[config.mk]
export PLATFORM = sky130hd
export DESIGN_NAME = touch_key_ctrl
export DESIGN_NICKNAME = d
export VERILOG_FILES = /design/src/rtl/touch_key_ctrl.sv
export SDC_FILE = /design/constraint.sdc
export NUM_CORES = 1
export LEC_CHECK = 0
export ABC_CLOCK_PERIOD_IN_PS = 2100
export CORE_MARGIN = 3
export CORE_UTILIZATION = 38
export CTS_CLUSTER_DIAMETER = 60
export DETAILED_ROUTE_END_ITERATION = 10
export PLACE_DENSITY_LB_ADDON = 0.05
export SYNTH_ARGS = -nofsm -noshare
export SYNTH_HDL_FRONTEND = slang
export SYNTH_SLANG_ARGS = --single-unit
[constraint.sdc]
create_clock -name sys_clk -period 2.1 [get_ports sys_clk]
set_clock_uncertainty 0.1 [all_clocks]
set_input_delay 0.42 -clock sys_clk [delete_from_list [all_inputs] [get_ports sys_clk]]
set_output_delay 0.42 -clock sys_clk [all_outputs]
set_load 0.03 [all_outputs]
[src/rtl/touch_key_ctrl.sv]
// touch_key_ctrl: conditions the raw touch pad for the breathing-LED controller.
// The pad is synchronised into sys_clk and debounced on both edges by a small FSM.
// The block then produces:
//   - a one-cycle key_flag per validated press;
//   - a one-cycle key_long once per press held past the long threshold;
//   - led_en, a level that toggles on every key_flag;
//   - beep, a fixed-length strobe that is retriggered by every key_flag.
// fsm_state exposes the debounce FSM: 0 IDLE, 1 PRESS_DEB, 2 HELD, 3 RELEASE_DEB.
// No valid/ready handshakes exist here; every output is a plain registered level or pulse.

module touch_key_ctrl #(
    parameter logic [19:0] CNT_DEB_MAX  = 20'd999_999,
    parameter logic [25:0] CNT_LONG_MAX = 26'd49_999_999,
    parameter logic [22:0] CNT_BEEP_MAX = 23'd4_999_999
) (
    input  logic       sys_clk,
    input  logic       sys_rst_n,
    input  logic       touch_key,
    output logic       key_flag,
    output logic       key_long,
    output logic       led_en,
    output logic       beep,
    output logic [1:0] fsm_state
);

    typedef enum logic [1:0] {
        IDLE        = 2'd0,
        PRESS_DEB   = 2'd1,
        HELD        = 2'd2,
        RELEASE_DEB = 2'd3
    } state_t;

    localparam logic [19:0] DEB_ONE  = 20'd1;
    localparam logic [25:0] HOLD_ONE = 26'd1;
    localparam logic [22:0] BEEP_ONE = 23'd1;

    // Two-stage synchroniser; only key_s2 is used by the FSM.
    logic key_s1_q, key_s1_d;
    logic key_s2_q, key_s2_d;

    // Debounce FSM and its counters.
    state_t      state_q, state_d;
    logic [19:0] cnt_deb_q, cnt_deb_d;
    logic [25:0] cnt_hold_q, cnt_hold_d;
    logic        long_done_q, long_done_d;

    // Registered outputs.
    logic        key_flag_q, key_flag_d;
    logic        key_long_q, key_long_d;
    logic        led_en_q, led_en_d;
    logic        beep_q, beep_d;
    logic [22:0] cnt_beep_q, cnt_beep_d;

    // Synchroniser next-state: shift the pad through two flops.
    always_comb begin
        key_s1_d = touch_key;
        key_s2_d = key_s1_q;
    end

    // Synchroniser registers.
    always_ff @(posedge sys_clk or negedge sys_rst_n) begin
        if (!sys_rst_n) begin
            key_s1_q <= 1'b0;
            key_s2_q <= 1'b0;
        end else begin
            key_s1_q <= key_s1_d;
            key_s2_q <= key_s2_d;
        end
    end

    // FSM next-state, debounce/hold counters and the press/long-press pulses.
    always_comb begin
        state_d     = state_q;
        cnt_deb_d   = cnt_deb_q;
        cnt_hold_d  = cnt_hold_q;
        long_done_d = long_done_q;
        key_flag_d  = 1'b0;
        key_long_d  = 1'b0;

        case (state_q)
            IDLE: begin
                if (key_s2_q) begin
                    state_d = PRESS_DEB;
                end
            end

            PRESS_DEB: begin
                if (!key_s2_q) begin
                    // Too short to be a touch: drop it without an event.
                    state_d = IDLE;
                end else if (cnt_deb_q == CNT_DEB_MAX) begin
                    state_d    = HELD;
                    key_flag_d = 1'b1;
                    cnt_hold_d = '0;
                end else begin
                    cnt_deb_d = cnt_deb_q + DEB_ONE;
                end
            end

            HELD: begin
                // Hold time saturates at the threshold, so key_long can only fire once.
                if (cnt_hold_q != CNT_LONG_MAX) begin
                    cnt_hold_d = cnt_hold_q + HOLD_ONE;
                end else if (!long_done_q) begin
                    key_long_d  = 1'b1;
                    long_done_d = 1'b1;
                end
                if (!key_s2_q) begin
                    state_d = RELEASE_DEB;
                end
            end

            RELEASE_DEB: begin
                if (key_s2_q) begin
                    // Bounce during release.
                    // Keep hold time and long_done so the press continues as one event.
                    state_d = HELD;
                end else if (cnt_deb_q == CNT_DEB_MAX) begin
                    state_d     = IDLE;
                    long_done_d = 1'b0;
                end else begin
                    cnt_deb_d = cnt_deb_q + DEB_ONE;
                end
            end

            default: begin
                state_d = IDLE;
            end
        endcase

        // Each debounce window starts from zero in the new state.
        if (state_d != state_q) begin
            cnt_deb_d = '0;
        end
    end

    // FSM registers.
    always_ff @(posedge sys_clk or negedge sys_rst_n) begin
        if (!sys_rst_n) begin
            state_q     <= IDLE;
            cnt_deb_q   <= '0;
            cnt_hold_q  <= '0;
            long_done_q <= 1'b0;
        end else begin
            state_q     <= state_d;
            cnt_deb_q   <= cnt_deb_d;
            cnt_hold_q  <= cnt_hold_d;
            long_done_q <= long_done_d;
        end
    end

    // LED enable toggle and beep strobe.
    // Both are driven by key_flag_d so they change on the same edge as key_flag.
    always_comb begin
        led_en_d   = led_en_q ^ key_flag_d;
        beep_d     = beep_q;
        cnt_beep_d = cnt_beep_q;

        if (key_flag_d) begin
            // A new press restarts the strobe even if one is already running.
            beep_d     = 1'b1;
            cnt_beep_d = '0;
        end else if (beep_q) begin
            if (cnt_beep_q == CNT_BEEP_MAX) begin
                beep_d     = 1'b0;
                cnt_beep_d = '0;
            end else begin
                cnt_beep_d = cnt_beep_q + BEEP_ONE;
            end
        end
    end

    // Output registers.
    always_ff @(posedge sys_clk or negedge sys_rst_n) begin
        if (!sys_rst_n) begin
            key_flag_q <= 1'b0;
            key_long_q <= 1'b0;
            led_en_q   <= 1'b0;
            beep_q     <= 1'b0;
            cnt_beep_q <= '0;
        end else begin
            key_flag_q <= key_flag_d;
            key_long_q <= key_long_d;
            led_en_q   <= led_en_d;
            beep_q     <= beep_d;
            cnt_beep_q <= cnt_beep_d;
        end
    end

    assign key_flag  = key_flag_q;
    assign key_long  = key_long_q;
    assign led_en    = led_en_q;
    assign beep      = beep_q;
    assign fsm_state = state_q;

endmodule

==> metrics, run 1 <==
outcome finished, final reports clean; CTS Buf Count 9; die area 11900 sq um; Layout area overhead 18.2%; fin crit share 98.5%; Initial Util 39.1%; Cells after DPL 579; first-pass GRT wire length 15.8 mm; pin count of the biggest net entering global routing 34; Fmax 483 MHz; Post-DRT Antenna Nets 0; Die Height 109 um; Min Hold Slack 0.256 ns; worst skew pair latency 0.35 ns; Worst-path clk slew 0.08 ns; leakage power 2.11 nW; Mapped Nets 419; RSZ-0062 raised after global routing yes; GRT overflow 0; DP Wirelength 6.34 mm; Avg Inst Size Synth 9.78 sq um; CTS tree built; Worst path max stage delay 0.54 ns; Synth Instances 413; asr flop ratio synth 100%; register area 1950 sq um; Final Non-Filler Cells 599; Worst EP arrival 2.21 ns; Critical Path RT 2.24 ns; aggregate global-route resource usage 16.8%; critical path's slowest cell or4b_4; Final Hold Fails 0; Max Fanout on Critical Path 4; DR vias 3219; Std-Cell Rows 37; Fin Setup TNS 0 ns; startpoint class of the critical path register; Multi-input gate area 2050 sq um; vias per cell 5.37; Ports 9; relative slew slack 67.4%; routed wire length 8.96 mm; Post-synth EDFFs 0; Tightest Pin Transition 0.488 ns; DR pass1 iterations 6; DR iter-0 viols 120; CTS root buf clkbuf_8; Synth cell types 53; fillers 1028; Power Dens Cells 569 nW/um^2; layout cells sized above 1 17.5%; WL per Instance 15.0 um; CTS Sinks 78; Seq/Total Area, Yosys 48.3%; Port Buffers 8; Synth Flop Type dfrtp_1; initial antenna violation count 0; Core ar. 10300 sq um; final net count 465; fin crit period 2.07 ns; post-route DRC violation count 0; Crit Path Class reg2reg; gp weighted congestion 0.784; worst hold path class reg2reg; YS warnings 0; die width 109 um; worst path cell trace or4b_4 -> or3_4 -> nor2_2 -> o21ai_0 -> a31o_1; max cap viols 0; Mapped Area 4040 sq um; Final setup violation count 0; Final Max Slew Viols 0; vias in the first global route 3179; CTS H-tree lvls 3; number of diodes 0; Peak VDD IR 448 uV; clock buffer depth 2; Synth Register Bits 78; CP Capture Type register
[Yosys cell counts (2+ instances only)]
cell      number  area, sq um
nand2b_1       2         12.5
mux2_2         3         33.8
ha_1           3         37.5
a31oi_1        4         25.0
nand4_1       19          119
nor4b_1        4         35.0
or4_1          5         37.5
buf_2          6         30.0
nor4_2         3         37.5
xnor2_1       12          105
or2_2          2         12.5
a211oi_1       2         15.0
dfrtp_1       78         1950
a311oi_1       3         26.3
nor4_1         4         25.0
xor2_1        33          289
a21o_1         2         15.0
a21oi_1       12         60.1
nor3b_1        2         15.0
clkbuf_1       5         18.8
o31ai_1        3         22.5
nand2_1       33          124
o211ai_1       4         30.0
a31o_1         2         17.5
and2_1         3         18.8
or4b_1         2         20.0
inv_1          3         11.3
or3_1          3         18.8
and3_1        13         81.3
nand4b_1       2         17.5
o21ai_0       13         65.1
and4_1        11         96.3
nor3_1         6         30.0
nand3_1       27          135
nor2_1        62          233
nor2b_1        3         18.8
buf_6          3         33.8
[registers in the layout (all words and copies together) (netlist names)]
register and cells:
key_s2_q 1, fsm_state 2, led_en 1, long_done_q 1, cnt_beep_q 23, cnt_deb_q 20, key_flag 1, beep 1
key_long 1, cnt_hold_q 26, key_s1_q 1
[logic make-up (layout without fill, tap and decap cells)]
family                   Yosys count  after routing  synth area share (%)
adder cells (fa/ha/maj)            3              3                 0.929
flip-flops                        78             78                  48.3
AND/OR/NAND/NOR                  213            214                  28.8
buffers and inverters             17             66                  2.32
XOR/XNOR                          45             45                  9.76
AO/OA/AOI/OAI                     54             54                  9.01
multiplexers                       3              3                 0.836
[cell type report]
type	instances	share of cell area, %
inverter	3	0.236
clock buffer	11	2.96
timing repair buffer	48	8.51
multi-input combinational	319	42.8
sequential	78	40.9
tap	136	3.56
clock inverter	4	0.996
[routing by layer]
metal	routed length, um	track usage (%)	part of all wire [%]	up-vias
met5	0	0	0	-
met4	126	4.87	1.4	0
met3	241	3.85	2.7	11
met2	4080	26.0	46	42
met1	4510	23.6	50	1579
li1	-	-	-	1587
[path summary, 6_finish.rpt]
path	endpoint	from	slack [ns]	depth (start not counted)
max	cnt_beep_q[17]	cnt_beep_q[20]	0.03	5
min	key_s2_q	key_s1_q	0.26	0
max reg2reg	cnt_beep_q[17]	cnt_beep_q[20]	0.03	5
min reg2reg	key_s2_q	key_s1_q	0.26	0
max in group asynchronous	cnt_hold_q[21]	sys_rst_n	0.82	3
min in group asynchronous	cnt_beep_q[8]	sys_rst_n	0.44	2
[layout by cell type (no fill, tap or decap), types with 6 or more instances in the layout]
master / Yosys / routed
nor2_1: 62 / 61
a21oi_1: 12 / 11
o21ai_0: 13 / 11
nand2_1: 33 / 33
clkbuf_8: 0 / 10
nand3_1: 27 / 27
and3_1: 13 / 13
xor2_1: 33 / 33
buf_4: 0 / 37
and4_1: 11 / 9
xnor2_1: 12 / 12
nor3_1: 6 / 6
dfrtp_1: 78 / 77
nand4_1: 19 / 19
[timing repair]
item,CTS,global route
cloned,0,1
hold endpoints to repair,30,0
setup buffers,0,3
hold buffers,1,0
gates resized for setup,5,12
endpoints found under the setup margin,27,36
pin swaps,0,4
[power breakdown]
group          internal [mW]  switching, mW
sequential              1.51         0.0127
combinational         0.0290         0.0576
clock                  0.572          0.536
total                   2.11          0.607
[critical path, delay by kind of cell (launching register included)]
| family | cells | cell delay, ns |
|---|---|---|
| AOI/OAI and AO/OA | 2 | 0.36 |
| DFF | 1 | 0.38 |
| and+or+nand+nor | 3 | 1.12 |
[stage by stage]
| step | utilization [%] | area (sq um) | power, mW | setup WS [ns] |
|---|---|---|---|---|
| after floorplan | - | 4040 | 1.59 | 0.0627 |
| after global placement | 43.6 | 4500 | 1.64 | -0.0332 |
| after detailed placement | 43.6 | 4500 | 1.64 | -0.0610 |
| after CTS | 45.6 | 4710 | 2.77 | 0.000192 |
| after global routing | 46.3 | 4780 | 2.84 | -0.0544 |
| final | 46.3 | 4780 | 2.72 | 0.0307 |
Power figures use the tool's default switching activity.
==> run 2, diff against run 1 <==
CAP_MARGIN = 25   (was default)
==> results of run 2 <==
Final layout, timing and power as in run 1 (identical DEF).
